**src/rtl/cursor_move_entry.sv**
```systemverilog
// Button-driven cursor and place-strobe generator feeding the game FSM.
// Optional build macro SKIP_OCCUPIED_EN: cursor moves step over occupied cells.
//
// state     | meaning
// ----------+------------------------------------------------------------
// IDLE      | cursor follows button pulses, place accepted with one turn high
// SETUP     | cursor frozen for SETUP_CYCLES cycles before the strobe
// STROBE    | one-cycle move_x or move_o for the captured player
// WAIT_TURN | wait for the turn flags to change, or give up after timeout
module cursor_move_entry #(
  parameter int START_POS      = 4,
  parameter int SETUP_CYCLES   = 2,
  parameter int TIMEOUT_CYCLES = 255
) (
  input  logic       clk,
  input  logic       rst,
  input  logic       btn_up,
  input  logic       btn_down,
  input  logic       btn_left,
  input  logic       btn_right,
  input  logic       btn_place,
  input  logic       turn_x,
  input  logic       turn_o,
  input  logic [8:0] occ_mask,
  output logic [8:0] sel_pos,
  output logic       move_x,
  output logic       move_o,
  output logic       busy
);

  localparam int TW = $clog2(TIMEOUT_CYCLES + 1);
  localparam int SW = (SETUP_CYCLES > 1) ? $clog2(SETUP_CYCLES) : 1;

  typedef enum logic [1:0] {IDLE, SETUP, STROBE, WAIT_TURN} state_t;
  typedef enum logic [1:0] {DIR_UP, DIR_DOWN, DIR_LEFT, DIR_RIGHT} dir_t;

  state_t        state, state_n;
  dir_t          dir;
  logic [3:0]    cursor, cursor_n;
  logic [3:0]    step1, target;
  logic          any_dir;
  logic          cap_x, cap_o;
  logic [SW-1:0] setup_cnt;
  logic [TW-1:0] tmo_cnt;

  // One wrapped step on the 3x3 grid; index = 8 - (3*row + col).
  function automatic logic [3:0] step(input logic [3:0] idx, input dir_t d);
    logic [3:0] p;
    logic [1:0] row, col;
    p = 4'd8 - idx;
    case (p)
      4'd0:    begin row = 2'd0; col = 2'd0; end
      4'd1:    begin row = 2'd0; col = 2'd1; end
      4'd2:    begin row = 2'd0; col = 2'd2; end
      4'd3:    begin row = 2'd1; col = 2'd0; end
      4'd4:    begin row = 2'd1; col = 2'd1; end
      4'd5:    begin row = 2'd1; col = 2'd2; end
      4'd6:    begin row = 2'd2; col = 2'd0; end
      4'd7:    begin row = 2'd2; col = 2'd1; end
      default: begin row = 2'd2; col = 2'd2; end
    endcase
    case (d)
      DIR_UP:    row = (row == 2'd0) ? 2'd2 : row - 2'd1;
      DIR_DOWN:  row = (row == 2'd2) ? 2'd0 : row + 2'd1;
      DIR_LEFT:  col = (col == 2'd0) ? 2'd2 : col - 2'd1;
      default:   col = (col == 2'd2) ? 2'd0 : col + 2'd1;
    endcase
    return 4'd8 - ({2'b00, row} * 4'd3 + {2'b00, col});
  endfunction

  assign any_dir = btn_up | btn_down | btn_left | btn_right;

  always_comb begin
    dir = DIR_RIGHT;
    if (btn_up)        dir = DIR_UP;
    else if (btn_down) dir = DIR_DOWN;
    else if (btn_left) dir = DIR_LEFT;
  end

  assign step1 = step(cursor, dir);

`ifdef SKIP_OCCUPIED_EN
  logic [3:0] step2;
  assign step2 = step(step1, dir);

  // Only two other cells exist along a wrapped line; if both are taken, stay.
  always_comb begin
    target = cursor;
    if (!occ_mask[step1])      target = step1;
    else if (!occ_mask[step2]) target = step2;
  end
`else
  logic occ_unused;
  assign occ_unused = ^occ_mask;
  assign target     = step1;
`endif

  always_comb begin
    state_n  = state;
    cursor_n = cursor;
    case (state)
      IDLE: begin
        // Place wins over directions even when it is ignored for a bad turn state.
        if (btn_place) begin
          if (turn_x ^ turn_o) state_n = SETUP;
        end else if (any_dir) begin
          cursor_n = target;
        end
      end
      SETUP: begin
        if (setup_cnt == SW'(SETUP_CYCLES - 1)) state_n = STROBE;
      end
      STROBE: state_n = WAIT_TURN;
      WAIT_TURN: begin
        if ((turn_x != cap_x) || (turn_o != cap_o) ||
            (tmo_cnt == TW'(TIMEOUT_CYCLES - 1)))
          state_n = IDLE;
      end
      default: state_n = IDLE;
    endcase
  end

  always_ff @(posedge clk) begin
    if (rst) begin
      state     <= IDLE;
      cursor    <= 4'(START_POS);
      sel_pos   <= 9'd1 << START_POS;
      cap_x     <= 1'b0;
      cap_o     <= 1'b0;
      setup_cnt <= '0;
      tmo_cnt   <= '0;
    end else begin
      state   <= state_n;
      cursor  <= cursor_n;
      sel_pos <= 9'd1 << cursor_n;
      if (state == IDLE && state_n == SETUP) begin
        cap_x <= turn_x;
        cap_o <= turn_o;
      end
      if (state != SETUP) setup_cnt <= '0;
      else                setup_cnt <= setup_cnt + 1'b1;
      if (state != WAIT_TURN)                  tmo_cnt <= '0;
      else if (tmo_cnt != TW'(TIMEOUT_CYCLES)) tmo_cnt <= tmo_cnt + 1'b1;
    end
  end

  assign busy   = (state != IDLE);
  assign move_x = (state == STROBE) & cap_x;
  assign move_o = (state == STROBE) & cap_o;

endmodule
```
**config.mk**
```make
export PLATFORM = sky130hd
export DESIGN_NAME = cursor_move_entry
export DESIGN_NICKNAME = d
export VERILOG_FILES = /design/src/rtl/cursor_move_entry.sv
export SDC_FILE = /design/constraint.sdc
export NUM_CORES = 1
export LEC_CHECK = 0
export ABC_AREA = 1
export CORE_MARGIN = 2
export CORE_UTILIZATION = 47
export DETAILED_ROUTE_END_ITERATION = 8
export PLACE_DENSITY = 0.81
export SYNTH_ARGS = -nofsm -noshare
export SYNTH_HDL_FRONTEND = slang
export SYNTH_SLANG_ARGS = --single-unit
```
**constraint.sdc**
```tcl
create_clock -name clk -period 3.79 [get_ports clk]
set_clock_uncertainty 0.15 [all_clocks]
set_input_delay 0.5685 -clock clk [delete_from_list [all_inputs] [get_ports clk]]
set_output_delay 0.5685 -clock clk [all_outputs]
set_load 0.03 [all_outputs]
```
==> After elaboration in Yosys (flattened, before gate mapping) <==
Memories as Yosys holds them, arrays and structs flattened.
Index checks and enable logic that the tools add are counted.
{ "classes": {"addsub": 9, "multipliers": 1, "eq_ne": 14, "shifts": 1, "n_mux": 18, "bitwise_logic": 6, "reduce_logical": 11} }
{ "op_table": {"columns": ["operator", "count"], "rows": [
  ["2-to-1 mux 2 bit", 10],
  ["2-to-1 mux 4 bit", 4],
  ["equality test 2 bit (second input constant)", 5],
  ["<< shifter 1 x 4 -> 9 bit (first input constant)", 1],
  ["adder 8 x 1 -> 8 bit (second input constant)", 1],
  ["equality test 8 bit (second input constant)", 1],
  ["logical NOT 2 bit", 4],
  ["inequality test 8 bit (second input constant)", 1],
  ["one-hot mux 2 bit (2 select lines)", 2],
  ["one-hot mux 2 bit (4 select lines)", 1],
  ["subtractor 4 bit (first input constant)", 2],
  ["equality test 2 x 1 -> 1 bit (second input constant)", 3],
  ["OR reduction 2 bit", 3],
  ["adder 2 x 1 -> 2 bit (second input constant)", 2],
  ["adder 4 x 2 -> 4 bit", 1],
  ["multiplier 2 x 2 -> 4 bit (second input constant)", 1],
  ["subtractor 2 x 1 -> 2 bit (second input constant)", 2],
  ["bitwise OR 1 bit", 3],
  ["bitwise AND 1 bit", 2],
  ["logical OR 1 bit", 2],
  ["inequality test 1 bit", 2],
  ["inequality test 2 x 1 -> 1 bit (second input constant)", 1],
  ["inequality test 2 bit (second input constant)", 1],
  ["nonzero test 2 bit", 1],
  ["4 further kinds", 4]
]} }
{ "word_totals": {"reg_bits": 26, "rom_bits": 32, "input_bits": 18, "out_inout_bits": 12, "elab_cells": 68, "memories": 1} }
{ "memory_table": {"columns": ["memory", "words", "width", "read_ports", "rd_ports_with_merged_regs", "wr", "line", "rtl"], "rows": [
  ["(no name shown)", 8, 4, 1, 0, 0, "51", "case (p)"]
]} }

==> Depth between registers and ports, before layout <==
An unclocked memory read counts as a cell.
{ "depth": {"depth_word": 13, "depth_mapped": 24, "ltp_nobuf": 24} }

==> Least setup slack after synthesis <==
No wires, ideal clock.
{ "synth_timing": {"path_type": "register to register", "startpoint": "reg cursor[0]", "endpoint": "reg sel_pos[4]", "setup_ps": 122, "arrival_time_ps": 3350, "required_ps": 3518, "path_slack_ps": 168, "stages_incl_launch_ff": 24, "path_buffers": 0, "period_less_slack_ps": 3622, "path_cell_list": "dfxtp_1 > inv_1 > ha_1 > xnor2_1 > o21ai_0 > nor2_1 > inv_1 > ha_1 > o22ai_1 > nor2_1 > ha_1 > ha_1 > inv_1 > ha_1 > inv_1 > fa_1 > inv_1 > nand2_1 > nand2_1 > nand3_2 > nand3_4 > nor2_2 > nand2_1 > nand2_1"} }
{ "synth_via": {"elab_chain_len": 13} }
{ "synth_lines": {"columns": ["element", "line", "rtl"], "rows": [
  ["start: declaration", "39", "logic [3:0] cursor, cursor_n;"],
  ["start signal: assignment", "126", "cursor <= 4'(START_POS);"],
  ["start signal: assignment", "134", "cursor <= cursor_n;"],
  ["subtractor 4 bit", "50", "p = 4'd8 - idx;"],
  ["memory (8 x 4 bit)", null, null],
  ["2-to-1 mux 4 bit", "51", null],
  ["adder 2 x 1 -> 2 bit (tied with other cells)", "64", "DIR_DOWN: row = (row == 2'd2) ? 2'd0 : row + 2'd1;"],
  ["2-to-1 mux 2 bit, on equally long branches", "64, 63", null],
  ["one-hot mux 2 bit (2 select lines)", "62", "case (d)"],
  ["multiplier 2 x 2 -> 4 bit", "68", "return 4'd8 - ({2'b00, row} * 4'd3 + {2'b00, col});"],
  ["adder 4 x 2 -> 4 bit", "68", null],
  ["subtractor 4 bit", "68", null],
  ["2-to-1 mux 4 bit", "106", "end else if (any_dir) begin"],
  ["2-to-1 mux 4 bit", "104", "if (btn_place) begin"],
  ["2-to-1 mux 4 bit (*)", "101", "case (state)"],
  ["<< shifter 1 x 4 -> 9 bit (*)", "135", "sel_pos <= 9'd1 << cursor_n;"],
  ["end signal: assignment", "127", "sel_pos <= 9'd1 << START_POS;"],
  ["end signal: assignment", "135", null],
  ["end: declaration", "25", "output logic [8:0] sel_pos,"]
]} }
Mark *: on every way between the ends. The rest lies on a longest branch, timed or not.
A chain may end at the register's enable or synchronous reset.

==> Worst setup path in the final report <==
{ "layout_timing": {"startpoint": "reg cursor[0]", "endpoint": "reg sel_pos[6]"} }
Same word-level chain as after synthesis.

==> impl_table.tex <==
\begin{tabular}{lr}
\hline
Metric & Value \\
\hline
\multicolumn{2}{l}{\textbf{Setup path}} \\
\quad Register-to-register setup slack & 0.23 ns \\
\quad Highest fanout seen on the critical path & 3 \\
\quad Worst R2R End & sel\_pos[6]\$\_SDFF\_PP0\_ \\
\quad Critical path startpoint category & flop \\
\quad Crit path kind & flop to flop \\
\quad WP data arrival & 3.65 ns \\
\quad Kind of end point of the critical path & flop \\
\quad Required time of the worst setup path & 3.87 ns \\
\quad Sequence of cells on the critical path & inv\_2 -> ha\_4 -> xor2\_1 -> nand2\_1 -> o21ai\_1 -> nor2\_1 -> inv\_1 -> ha\_1 -> nand3\_1 -> nand3\_1 -> ha\_1 -> ha\_1 -> inv\_1 -> ha\_2 -> inv\_2 -> fa\_2 -> inv\_1 -> nand2\_1 -> nand2\_2 -> nand3\_4 -> nand3\_4 -> nor2\_4 -> inv\_2 -> nor2\_1 \\
\quad Slowest stage cell, crit path & sky130\_fd\_sc\_hd\_\_fa\_2 \\
\quad Critical Path Max Stage Delay & 0.38 ns \\
\quad Number of cells on the worst reg-to-reg path & 24 \\
\quad Worst reg2reg startpoint & cursor[0]\$\_SDFF\_PP0\_ \\
\multicolumn{2}{l}{\textbf{Yosys}} \\
\quad Biggest area contributors in the synthesized netlist & sky130\_fd\_sc\_hd\_\_dfxtp\_1 32\%, sky130\_fd\_sc\_hd\_\_ha\_1 13\%, sky130\_fd\_sc\_hd\_\_nand2\_1 9.6\% \\
\quad Cell variety after synth & 25 \\
\quad Most frequent cell after synthesis & sky130\_fd\_sc\_hd\_\_nand2\_1 \\
\quad Synthesized netlist net count & 249 \\
\quad Mean Syn Cell Area & 7.54 µm² \\
\quad Predominant post-synthesis flop cell & sky130\_fd\_sc\_hd\_\_dfxtp\_1 \\
\quad Cell type with the highest aggregate area in the netlist & sky130\_fd\_sc\_hd\_\_dfxtp\_1 \\
\quad Cell area after synthesis & $\sim$0.0016 mm² \\
\quad Instance count of the mapped netlist & 213 \\
\quad Ys async rst share & 0 \\
\quad Synthesized flop and latch total & 26 \\
\quad Warnings from Yosys & 0 \\
\quad Count of flip-flops with a built-in enable after synthesis & 0 \\
\quad Synth top cells by count & 41 x sky130\_fd\_sc\_hd\_\_nand2\_1, 37 x sky130\_fd\_sc\_hd\_\_inv\_1, 26 x sky130\_fd\_sc\_hd\_\_dfxtp\_1 \\
\quad Seq/Total Area, Yosys & 0.324 \\
\quad Area share of the largest cell type after synthesis & 0.324 \\
\multicolumn{2}{l}{\textbf{Placement}} \\
\quad Port-buffer cells & 20 \\
\quad Worst-case setup slack after placement & 0.0355 ns \\
\quad Placer Congestion & approximately 0.83 \\
\quad Detail Placement HPWL & between 2000 and 2500 µm \\
\quad Cell Count Post-Placement & $\sim$280 \\
\quad Standard cell area after detailed placement & 0.00189 mm² \\
\multicolumn{2}{l}{\textbf{Clock network}} \\
\quad TritonCTS Buffers & 3 \\
\quad CTS sink cnt & 26 \\
\quad Root Buffer & sky130\_fd\_sc\_hd\_\_clkbuf\_4 \\
\quad Clock-pin slew on the worst setup and hold paths & 0.14 ns \\
\quad Largest buffer count on any clock path & 2 \\
\quad CTS tree & yes \\
\quad Clock latency of the later-clocked register in the worst-skew pair & 0.32 ns \\
\quad H-Tree Level Count & 1 \\
\multicolumn{2}{l}{\textbf{Worst hold path}} \\
\quad Worst hold path stage count & 1 \\
\quad Sink of the worst hold path & setup\_cnt\$\_SDFF\_PP0\_ \\
\quad Worst Min Path Start & setup\_cnt\$\_SDFF\_PP0\_ \\
\quad Worst hold path type & flop to flop \\
\multicolumn{2}{l}{\textbf{Floorplanning}} \\
\quad DIE HEIGHT & roughly 62 µm \\
\quad Effective utilization at floorplan & 0.485 \\
\quad Number of rows created at floorplan & 21 \\
\quad Die ar. & 0.00390 mm² \\
\quad Die width & 62.5 µm \\
\quad I/O pin count & 30 \\
\quad Std-Cell Core Area & about 0.0033 mm² \\
\multicolumn{2}{l}{\textbf{Power and ir drop}} \\
\quad Maximum vdd drop & 0.379 mV \\
\quad Power Total & 0.00191 W \\
\quad Reported leakage power & 0.940 nW \\
\quad P per Cell Area & just over 900 mW/mm² \\
\multicolumn{2}{l}{\textbf{GRT}} \\
\quad Maximum number of pins on one net before global-route repair & 16 \\
\quad Antenna violations before repair & 0 \\
\quad Grt total ovfl & 0 \\
\quad Global-route total usage across every layer & 0.158 \\
\quad Wire length of the first global-routing pass & 5140 µm \\
\quad Vias in the first global route & 1312 \\
\multicolumn{2}{l}{\textbf{STA}} \\
\quad Final Max Tran Viols & 0 \\
\quad Time the worst path needs with I/O delays and setup & $\sim$3.6 ns \\
\quad Fin crit share & 0.940 \\
\quad Final Setup Violations & 0 \\
\quad Relative slew slack & 0.772 \\
\quad Hold violation total from the final report & 0 \\
\quad RSZ-0062 raised after global routing & yes \\
\quad Fmax & 281 MHz \\
\quad Final worst setup slack & 0.229 ns \\
\quad Pin slew with the least headroom to its limit & 0.342 ns \\
\quad Tightest hold margin & approximately 0.32 ns \\
\multicolumn{2}{l}{\textbf{Final layout}} \\
\quad Diodes inserted & 0 \\
\quad Area of the multi-input gates & 0.00104 mm² \\
\quad Area of all sequential standard cells & roughly 520 µm² \\
\quad Final standard cell area without fillers & 0.00208 mm² \\
\quad Layout area overhead & 29.2\% \\
\quad Proportion of layout cells with a drive suffix above 1 & 0.197 \\
\quad Number of fillers in the final layout & 299 \\
\quad Count of placed standard cells in the final layout, fillers left out & 290 \\
\quad Nets & 281 \\
\multicolumn{2}{l}{\textbf{Routing}} \\
\quad Routed WL & 2970 µm \\
\quad Remaining design rule violation count & 0 \\
\quad Average vias per placed instance & about 4.8 \\
\quad Final ANT Viol Nets & 0 \\
\quad Routed via count & 1395 \\
\quad Final routed wire length divided by cell count & 10.2 µm \\
\quad Router iterations before antenna repair & 4 \\
\quad Initial DRC count & 76 \\
\multicolumn{2}{l}{\textbf{Run status}} \\
\quad Outcome & finished, final reports clean \\
\multicolumn{2}{l}{\textbf{Job}} \\
\quad Max capacitance violation total & 0 \\
\hline
\end{tabular}
[cells in the final DEF, fill, tap and decap left out]
master / n
sky130_fd_sc_hd__nor2_4: 1
sky130_fd_sc_hd__nor2_8: 2
sky130_fd_sc_hd__nor2_1: 21
sky130_fd_sc_hd__nand3_4: 3
sky130_fd_sc_hd__nand3_1: 11
sky130_fd_sc_hd__a31oi_1: 2
sky130_fd_sc_hd__nand3_2: 1
sky130_fd_sc_hd__dfxtp_1: 24
sky130_fd_sc_hd__nor2_2: 3
sky130_fd_sc_hd__fa_2: 1
sky130_fd_sc_hd__a21oi_2: 1
sky130_fd_sc_hd__nand4_1: 1
sky130_fd_sc_hd__xnor2_4: 1
sky130_fd_sc_hd__nand2_2: 7
sky130_fd_sc_hd__nand2_1: 36
sky130_fd_sc_hd__o21ai_0: 8
sky130_fd_sc_hd__inv_1: 34
sky130_fd_sc_hd__o22ai_1: 4
sky130_fd_sc_hd__ha_2: 3
sky130_fd_sc_hd__clkdlybuf4s50_1: 20
sky130_fd_sc_hd__nor3_1: 3
sky130_fd_sc_hd__nand2_4: 3
sky130_fd_sc_hd__o21ai_1: 2
sky130_fd_sc_hd__bufinv_16: 1
sky130_fd_sc_hd__ha_1: 13
sky130_fd_sc_hd__inv_2: 6
sky130_fd_sc_hd__buf_4: 7
sky130_fd_sc_hd__o21bai_1: 3
sky130_fd_sc_hd__ha_4: 1
sky130_fd_sc_hd__nand4_4: 1
sky130_fd_sc_hd__dfxtp_2: 2
sky130_fd_sc_hd__xor2_1: 3
sky130_fd_sc_hd__clkbuf_4: 3
sky130_fd_sc_hd__a21oi_1: 7
sky130_fd_sc_hd__o22ai_4: 1
sky130_fd_sc_hd__xnor2_1: 4
[metrics by stage]
stage	TNS (ns)	util
2_1_floorplan	0	-
3_3_place_gp	0	0.572
3_5_place_dp	0	0.572
4_1_cts	0	0.590
5_1_grt	-0.0910	0.627
6_report	0	0.627
[cell type report]
type,count,share of cell area
clock buffers,3,0.0108
clock inverters,1,0.0145
inverters,40,0.0723
multi-input cells,147,0.501
flip-flops and latches,26,0.252
well taps,46,0.0277
repair buffers,27,0.122
[worst max-delay path: cells and delay by family (launching register included)]
kind,cells,cell delay (ns)
AO/OA/AOI/OAI,1,0.06
XOR/XNOR,1,0.14
adder cells (fa/ha/maj),6,1.63
buffers and inverters,6,0.36
flip-flops,1,0.36
AND/OR/NAND/NOR,10,0.79
[worst max path at each step]
stage | slack, ns | startpoint | end | cells past startpoint
final | 0.23 | cursor[0]$_SDFF_PP0_ | sel_pos[6]$_SDFF_PP0_ | 24
after global routing | -0.04 | cursor[0]$_SDFF_PP0_ | sel_pos[7]$_SDFF_PP0_ | 22
after CTS | 0.09 | cursor[0]$_SDFF_PP0_ | sel_pos[5]$_SDFF_PP0_ | 22
after detailed placement | 0.04 | cursor[0]$_SDFF_PP0_ | sel_pos[5]$_SDFF_PP0_ | 22
after global placement | 0.10 | cursor[0]$_SDFF_PP0_ | sel_pos[4]$_SDFF_PP1_ | 23
after floorplan | 0.17 | cursor[0]$_SDFF_PP0_ | sel_pos[4]$_SDFF_PP1_ | 23
[cells by family after synthesis]
| kind of cell | synth area share |
|---|---|
| flops | 0.324 |
| xor+xnor | 0.0436 |
| fa+ha+maj | 0.145 |
| buf+inv | 0.0935 |
| compound gates | 0.0997 |
| simple gates | 0.294 |
[state kept, by name, indices dropped and copies added (netlist names)]
name and flops:
cap_o 1, cap_x 1, cursor 4, sel_pos 9, setup_cnt 1, state 2, tmo_cnt 8
[layer usage]
| layer | global-route usage | wire, µm | part of all wire |
|---|---|---|---|
| met3 | 0.0252 | 97 | 0.033 |
| met2 | 0.289 | 1540 | 0.52 |
| met1 | 0.186 | 1310 | 0.44 |
| met4 | 0.0528 | 17 | 0.0057 |
| met5 | 0 | 0 | 0 |
[where the power goes]
group	internal (W)	switching (W)	total, W
registers	0.000318	0.0000201	0.000338
logic	0.000593	0.000796	0.00139
clock network	0.000107	0.0000786	0.000185
total	0.00102	0.000894	0.00191
[timing repair]
item	4_1_cts	5_1_grt
hold buffers	0	0
setup buffers	0	3
pin swaps	0	16
endpoints found under the setup margin	1	11
resized for setup	1	28
No activity file was read; power rests on OpenSTA's default activity.
